**src/rtl/lr_pkg.sv**
```systemverilog
// Shared constants and FSM encoding for the 9x9 line-buffer window and the
// inner-product stages that consume its window.
package lr_pkg;

  localparam int PIX_W     = 7;
  localparam int WIN       = 9;
  localparam int WIN_ELEMS = WIN * WIN;
  localparam int WINDOW_W  = WIN_ELEMS * PIX_W;
  localparam int LINES     = WIN - 1;

  typedef enum logic [1:0] {
    ST_IDLE   = 2'd0,
    ST_FILL   = 2'd1,
    ST_ACTIVE = 2'd2,
    ST_DONE   = 2'd3
  } state_e;

  // Bit offset of window element (row, col); row 0 is the oldest line.
  function automatic int elem_lsb(input int row, input int col);
    return (row * WIN + col) * PIX_W;
  endfunction

endpackage

```
**src/rtl/linebuffer_window9_line_delay.sv**
```systemverilog
// One image line of delay: a ring buffer that advances only on accepted
// pixels, so dout_o is the pixel accepted exactly DEPTH accepts earlier.
module line_delay #(
  parameter int DEPTH = 28,
  parameter int WIDTH = 7
) (
  input  logic             clk,
  input  logic             rst_n,
  input  logic             en_i,
  input  logic [WIDTH-1:0] din_i,
  output logic [WIDTH-1:0] dout_o
);

  localparam int AW = $clog2(DEPTH);

  logic [WIDTH-1:0] mem_q [DEPTH];
  logic [AW-1:0]    ptr_q;

  // Read-before-write at the same slot gives the full-line delay.
  assign dout_o = mem_q[ptr_q];

  always_ff @(posedge clk) begin
    if (en_i) begin
      mem_q[ptr_q] <= din_i;
    end
  end

  always_ff @(posedge clk or negedge rst_n) begin
    if (!rst_n) begin
      ptr_q <= '0;
    end else if (en_i) begin
      if (ptr_q == AW'(DEPTH - 1)) begin
        ptr_q <= '0;
      end else begin
        ptr_q <= ptr_q + AW'(1);
      end
    end
  end

endmodule

```
**src/rtl/linebuffer_window9.sv**
```systemverilog
// Raster-order 9x9 sliding window over a 7-bit image using eight line delays;
// emits one registered window per pixel at x>=8, y>=8.
module linebuffer_window9
  import lr_pkg::*;
#(
  parameter int IMG_WIDTH  = 28,
  parameter int IMG_HEIGHT = 28
) (
  input  logic                clk,
  input  logic                rst_n,
  input  logic                pix_valid,
  input  logic [PIX_W-1:0]    pix_in,
  input  logic                sof,
  output logic                win_valid,
  output logic [WINDOW_W-1:0] window,
  output logic [9:0]          win_x,
  output logic [9:0]          win_y,
  output logic                frame_done,
  output logic [1:0]          dbg_state
);

  // Handshake: pix_valid alone qualifies pix_in/sof (no ready, never stalls);
  // win_valid is a one-cycle qualifier for window/win_x/win_y, sampled then.
  state_e              state_q;
  logic [9:0]          x_q, y_q;
  logic [WINDOW_W-1:0] window_q, window_d;
  logic                win_valid_q, frame_done_q;
  logic [9:0]          win_x_q, win_y_q;

  logic                sof_acc, accept, row_end;
  logic [9:0]          cur_x, cur_y, nxt_x, nxt_y;
  logic [PIX_W-1:0]    line_in  [LINES];
  logic [PIX_W-1:0]    line_out [LINES];
  logic [PIX_W-1:0]    col_in   [WIN];

  assign line_in[0] = pix_in;

  for (genvar i = 1; i < LINES; i++) begin : g_chain
    assign line_in[i] = line_out[i-1];
  end

  for (genvar i = 0; i < LINES; i++) begin : g_line
    line_delay #(
      .DEPTH (IMG_WIDTH),
      .WIDTH (PIX_W)
    ) u_line (
      .clk    (clk),
      .rst_n  (rst_n),
      .en_i   (accept),
      .din_i  (line_in[i]),
      .dout_o (line_out[i])
    );
  end

  always_comb begin
    sof_acc = pix_valid && sof;
    accept  = sof_acc || (pix_valid && (state_q == ST_FILL || state_q == ST_ACTIVE));
    cur_x   = sof_acc ? 10'd0 : x_q;
    cur_y   = sof_acc ? 10'd0 : y_q;
    row_end = (cur_x == 10'(IMG_WIDTH - 1));
    nxt_x   = row_end ? 10'd0 : cur_x + 10'd1;
    nxt_y   = row_end ? cur_y + 10'd1 : cur_y;
  end

  // Row 0 (oldest) comes from the deepest line; row 8 is the live pixel.
  always_comb begin
    col_in[WIN-1] = pix_in;
    for (int r = 0; r < WIN - 1; r++) begin
      col_in[r] = line_out[WIN-2-r];
    end
    window_d = window_q;
    for (int r = 0; r < WIN; r++) begin
      for (int c = 0; c < WIN; c++) begin
        if (c < WIN - 1) begin
          window_d[elem_lsb(r, c) +: PIX_W] = window_q[elem_lsb(r, c + 1) +: PIX_W];
        end else begin
          window_d[elem_lsb(r, c) +: PIX_W] = col_in[r];
        end
      end
    end
  end

  always_ff @(posedge clk or negedge rst_n) begin
    if (!rst_n) begin
      state_q      <= ST_IDLE;
      x_q          <= '0;
      y_q          <= '0;
      window_q     <= '0;
      win_valid_q  <= 1'b0;
      frame_done_q <= 1'b0;
      win_x_q      <= '0;
      win_y_q      <= '0;
    end else begin
      win_valid_q  <= 1'b0;
      frame_done_q <= 1'b0;
      if (accept) begin
        x_q         <= nxt_x;
        y_q         <= nxt_y;
        window_q    <= window_d;
        win_x_q     <= cur_x;
        win_y_q     <= cur_y;
        win_valid_q <= (cur_x >= 10'd8) && (cur_y >= 10'd8);
        if (sof_acc) begin
          state_q <= ST_FILL;
        end else if (state_q == ST_FILL && row_end && cur_y == 10'd7) begin
          state_q <= ST_ACTIVE;
        end else if (state_q == ST_ACTIVE && row_end && cur_y == 10'(IMG_HEIGHT - 1)) begin
          state_q      <= ST_DONE;
          frame_done_q <= 1'b1;
        end
      end
    end
  end

  assign win_valid  = win_valid_q;
  assign window     = window_q;
  assign win_x      = win_x_q;
  assign win_y      = win_y_q;
  assign frame_done = frame_done_q;
  assign dbg_state  = state_q;

endmodule

```
**config.mk**
```make
export PLATFORM = sky130hd
export DESIGN_NAME = linebuffer_window9
export DESIGN_NICKNAME = d
export VERILOG_FILES = /design/src/rtl/lr_pkg.sv /design/src/rtl/linebuffer_window9_line_delay.sv /design/src/rtl/linebuffer_window9.sv
export SDC_FILE = /design/constraint.sdc
export NUM_CORES = 2
export LEC_CHECK = 0
export CAP_MARGIN = 25
export CORE_MARGIN = 5
export CORE_UTILIZATION = 35
export CTS_BUF_LIST = sky130_fd_sc_hd__clkbuf_8
export DETAILED_ROUTE_END_ITERATION = 16
export PLACE_DENSITY = 0.62
export SYNTH_ARGS = -nofsm -noshare
export SYNTH_HDL_FRONTEND = slang
export SYNTH_SLANG_ARGS = --single-unit
```
**constraint.sdc**
```tcl
create_clock -name clk -period 8.5 [get_ports clk]
set_clock_uncertainty 0.15 [all_clocks]
set_input_delay 1.7 -clock clk [delete_from_list [all_inputs] [get_ports clk]]
set_output_delay 1.7 -clock clk [all_outputs]
set_load 0.05 [all_outputs]
```
==> flow_summary.rst <==
.. list-table::
   :header-rows: 1

   * - Metric
     - Value
   * - Routed vias
     - 51,600
   * - Remaining global-route overflow
     - 0
   * - Signed area change from the synthesized netlist to the final layout
     - 19.1%
   * - Biggest area contributors in the synthesized netlist
     - edfxtp_1, dfrtp_1, nand2_1
   * - Filler cell count
     - 22,400
   * - Peak supply drop
     - 0.352 mV
   * - Total I/O pin count
     - 602
   * - Crit path launch type
     - input pin
   * - Hold Buf Count CTS
     - 0
   * - Global placement routability congestion
     - 0.861
   * - Synthesized area
     - 86,800 sq um
   * - Clock slew at the register clock pins of the worst setup and hold paths
     - 0.06 ns
   * - LEAKAGE
     - 0.0394 uW
   * - CTS H-tree depth
     - 5
   * - Clock period minus worst slack
     - 4.73 ns
   * - DIE HEIGHT
     - 508 microns
   * - Die Width
     - 508 microns
   * - Worst min path class
     - flop to flop
   * - First-pass GRT wire length
     - 335 mm
   * - Port buffer count
     - 601
   * - Post-CTS setup-driven buffer insertion count
     - 0
   * - CTS sink count
     - 2,219
   * - Initial antenna violation count
     - 3
   * - Outcome
     - finished clean
   * - Library cell used as clock root buffer
     - clkbuf_8
   * - Final Setup Violations
     - 0
   * - Number of optimization iterations in the first detailed-route pass
     - 5
   * - Post-detailed-route count of antenna-violating nets
     - 0
   * - Most used flip-flop cell after synthesis
     - edfxtp_1
   * - Setup slack of the most critical reg-to-reg path
     - 4.28 ns
   * - Worst Path Max Fanout
     - 100
   * - Maximum number of pins on one net before global-route repair
     - 193
   * - TritonCTS clock tree
     - built
   * - Share of final-layout standard cells stronger than drive strength 1
     - 0.130
   * - Detailed Route Iter0 Violations
     - 4,512
   * - Post-synthesis sequential area ratio
     - 0.730
   * - Area occupied by multi-input gates
     - 22,000 sq um
   * - Final-stage net count
     - 6,753
   * - DR vias/cell
     - 5.01
   * - Max-slew violation count
     - 0
   * - Library cell with the largest summed area after synthesis
     - edfxtp_1
   * - Number of enable-type register cells in the synthesized netlist
     - 1,568
   * - Arrival time worst endpoint
     - 5.19 ns
   * - Achievable frequency
     - 0.211 GHz
   * - Global router's overall resource usage
     - 0.168
   * - Synth cell types
     - 69
   * - TritonCTS Buffers
     - 356
   * - Synth Warn #
     - 0
   * - Number of cells produced by synthesis
     - 5,951
   * - CP Capture Type
     - flop
   * - Worst Setup Slack, final
     - 3.77 ns
   * - Initial Util
     - 0.352
   * - Count of instances resized after the clock tree is built
     - 0
   * - Area of the placeable core
     - 246,000 sq um
   * - Vias in the first global route
     - 52,200
   * - Share of the synthesized area in the top cell type
     - 0.543
   * - Std cell rows
     - 182
   * - Relative slew slack
     - 0.293
   * - Required time worst endpoint
     - 8.96 ns
   * - Share of async-settable or async-resettable flops after synthesis
     - 0.293
   * - Maxcap violations
     - 0
   * - Power density over cell area
     - 392 nW/um^2
   * - Fin. Hold Viols
     - 0
   * - Total negative setup slack
     - 0 ns
   * - Final period util
     - 0.557
   * - Combined flip-flop and latch cell area
     - 63,400 sq um
   * - Unrepaired setup endpoints after global routing
     - false
   * - Post-route DRC violation count
     - 0
   * - Clk_lat worst skew
     - 1.04 ns
   * - Synth Register Bits
     - 2,219
   * - WL per Instance
     - 21.6 microns
   * - Die area
     - 258,000 sq um
   * - Crit Path Class
     - input pin to flop
   * - Slew @ Worst Pin
     - 1.06 ns
   * - Max Root-Sink Buffers
     - 4
   * - Total nets after synthesis
     - 5,999
   * - Total routed wirelength
     - 223 mm
   * - Placed wire-length estimate
     - 144 mm
   * - Worst Setup Slack post-DPL
     - 2.75 ns
   * - Post-Synthesis Mean Instance Area
     - 14.6 sq um
==> critical path: stages <==
cell and delay [ns]:
clkdlybuf4s50_1 0.84, o21a_4 0.62, buf_12 0.44, nand2_1 0.45, nor3_1 0.88
==> layer usage <==
metal / up-vias / share of wire / global-route usage
li1: 23300 / - / -
met5: - / 0 / 0
met1: 26000 / 0.42 / 0.228
met3: 409 / 0.080 / 0.0454
met4: 0 / 0.033 / 0.0576
met2: 1897 / 0.46 / 0.262
==> final cells by class <==
cell class	count	share of cell area
Timing Repair Buffer	712	0.0680
Antenna cell	9	0.000218
Clock buffer	395	0.0526
Tap cell	3312	0.0401
Multi-Input combinational cell	3379	0.213
Clock inverter	231	0.0119
Inverter	37	0.00134
Sequential cell	2219	0.613
==> placed cells by master (no fill, tap or decap), types with 15 or more instances in the layout <==
cell,n
nand2_1,1660
edfxtp_1,1568
dfrtp_1,637
clkdlybuf4s50_1,600
clkbuf_8,395
mux2i_1,353
nor2_1,289
mux4_2,206
inv_1,159
o22ai_1,124
buf_4,92
nand3_1,87
mux2_2,74
a22oi_1,63
nor3_1,53
clkinv_2,52
clkinv_1,40
ha_1,37
o21ai_0,36
a21oi_1,34
nor2b_1,30
nand4_1,26
a211oi_1,23
nor4_1,22
a22o_1,22
or4b_2,15
nand2b_1,15
nand3b_1,15
or3_1,15
==> path summary, 6_finish.rpt <==
path	cells past startpoint	start	end
max	5	pix_valid	g_line[2].u_line.mem_q[6][4]$_DFFE_PP_
min	2	window[319]$_DFFE_PN0P_	window[319]$_DFFE_PN0P_
max reg2reg	7	dbg_state[0]$_DFFE_PN0P_	g_line[2].u_line.mem_q[6][4]$_DFFE_PP_
min reg2reg	2	window[319]$_DFFE_PN0P_	window[319]$_DFFE_PN0P_
max in group asynchronous	3	rst_n	window[123]$_DFFE_PN0P_
min in group asynchronous	1	rst_n	window[556]$_DFFE_PN0P_
==> cell usage after synthesis, types with 6 or more instances <==
cell and number:
mux4_2 206, o22ai_1 125, a21oi_1 34, a22oi_1 63
inv_1 35, a311oi_1 7, o21ai_0 37, buf_4 10
nor2b_1 30, nor3_1 53, nand4_1 26, or3b_2 8
a211oi_1 23, nand2_1 1660, edfxtp_1 1568, mux2i_1 353
xor2_1 8, nor4_1 22, clkbuf_1 202, nand4b_1 7
o2111ai_1 7, nand2b_1 15, a22o_1 22, or4bb_1 7
and3_1 8, a31oi_1 13, nand3_1 87, dfrtp_1 651
or4_1 8, o32ai_1 13, or3_1 15, buf_1 16
nand4bb_1 6, nor2_1 289, nand3b_1 15, and2_1 13
buf_2 83, a21o_1 10, mux2_2 74, xnor2_1 9
ha_1 37, or4b_2 15
==> per-stage QoR <==
stage	util	hold WS (ns)	power, uW	std cells	cell area [sq um]
after global routing	0.420	0.344	42400	10300	103000
after floorplan	-	0.324	25800	5951	86800
final	0.420	0.322	40600	10300	103000
after detailed placement	0.392	0.311	32200	9651	96600
after CTS	0.419	0.326	40900	10300	103000
after global placement	0.392	0.307	31900	9646	96500
==> where the power goes <==
group	switching [uW]	internal (uW)	total, uW
Sequential	1690	15800	17500
Combinational	10000	4280	14300
Clock	4140	4560	8700
Total	15900	24700	40600
==> flip-flops by register name, summed over array words and instances, names as in the netlist <==
name / flops
g_line.u_line.mem_q: 1568
window: 567
g_line.u_line.ptr_q: 40
win_x: 10
win_y: 10
x_q: 10
y_q: 10
dbg_state: 2
frame_done: 1
win_valid: 1
==> cells by family after synthesis <==
logic type	Yosys count	share of synthesized area
AO/OA/AOI/OAI	392	0.0313
XOR/XNOR	17	0.00172
adder cells (fa/ha/maj)	37	0.00533
buffers and inverters	353	0.0173
flip-flops	2219	0.730
multiplexers	635	0.104
AND/OR/NAND/NOR	2298	0.110
No activity file was read; power rests on OpenSTA's default activity.
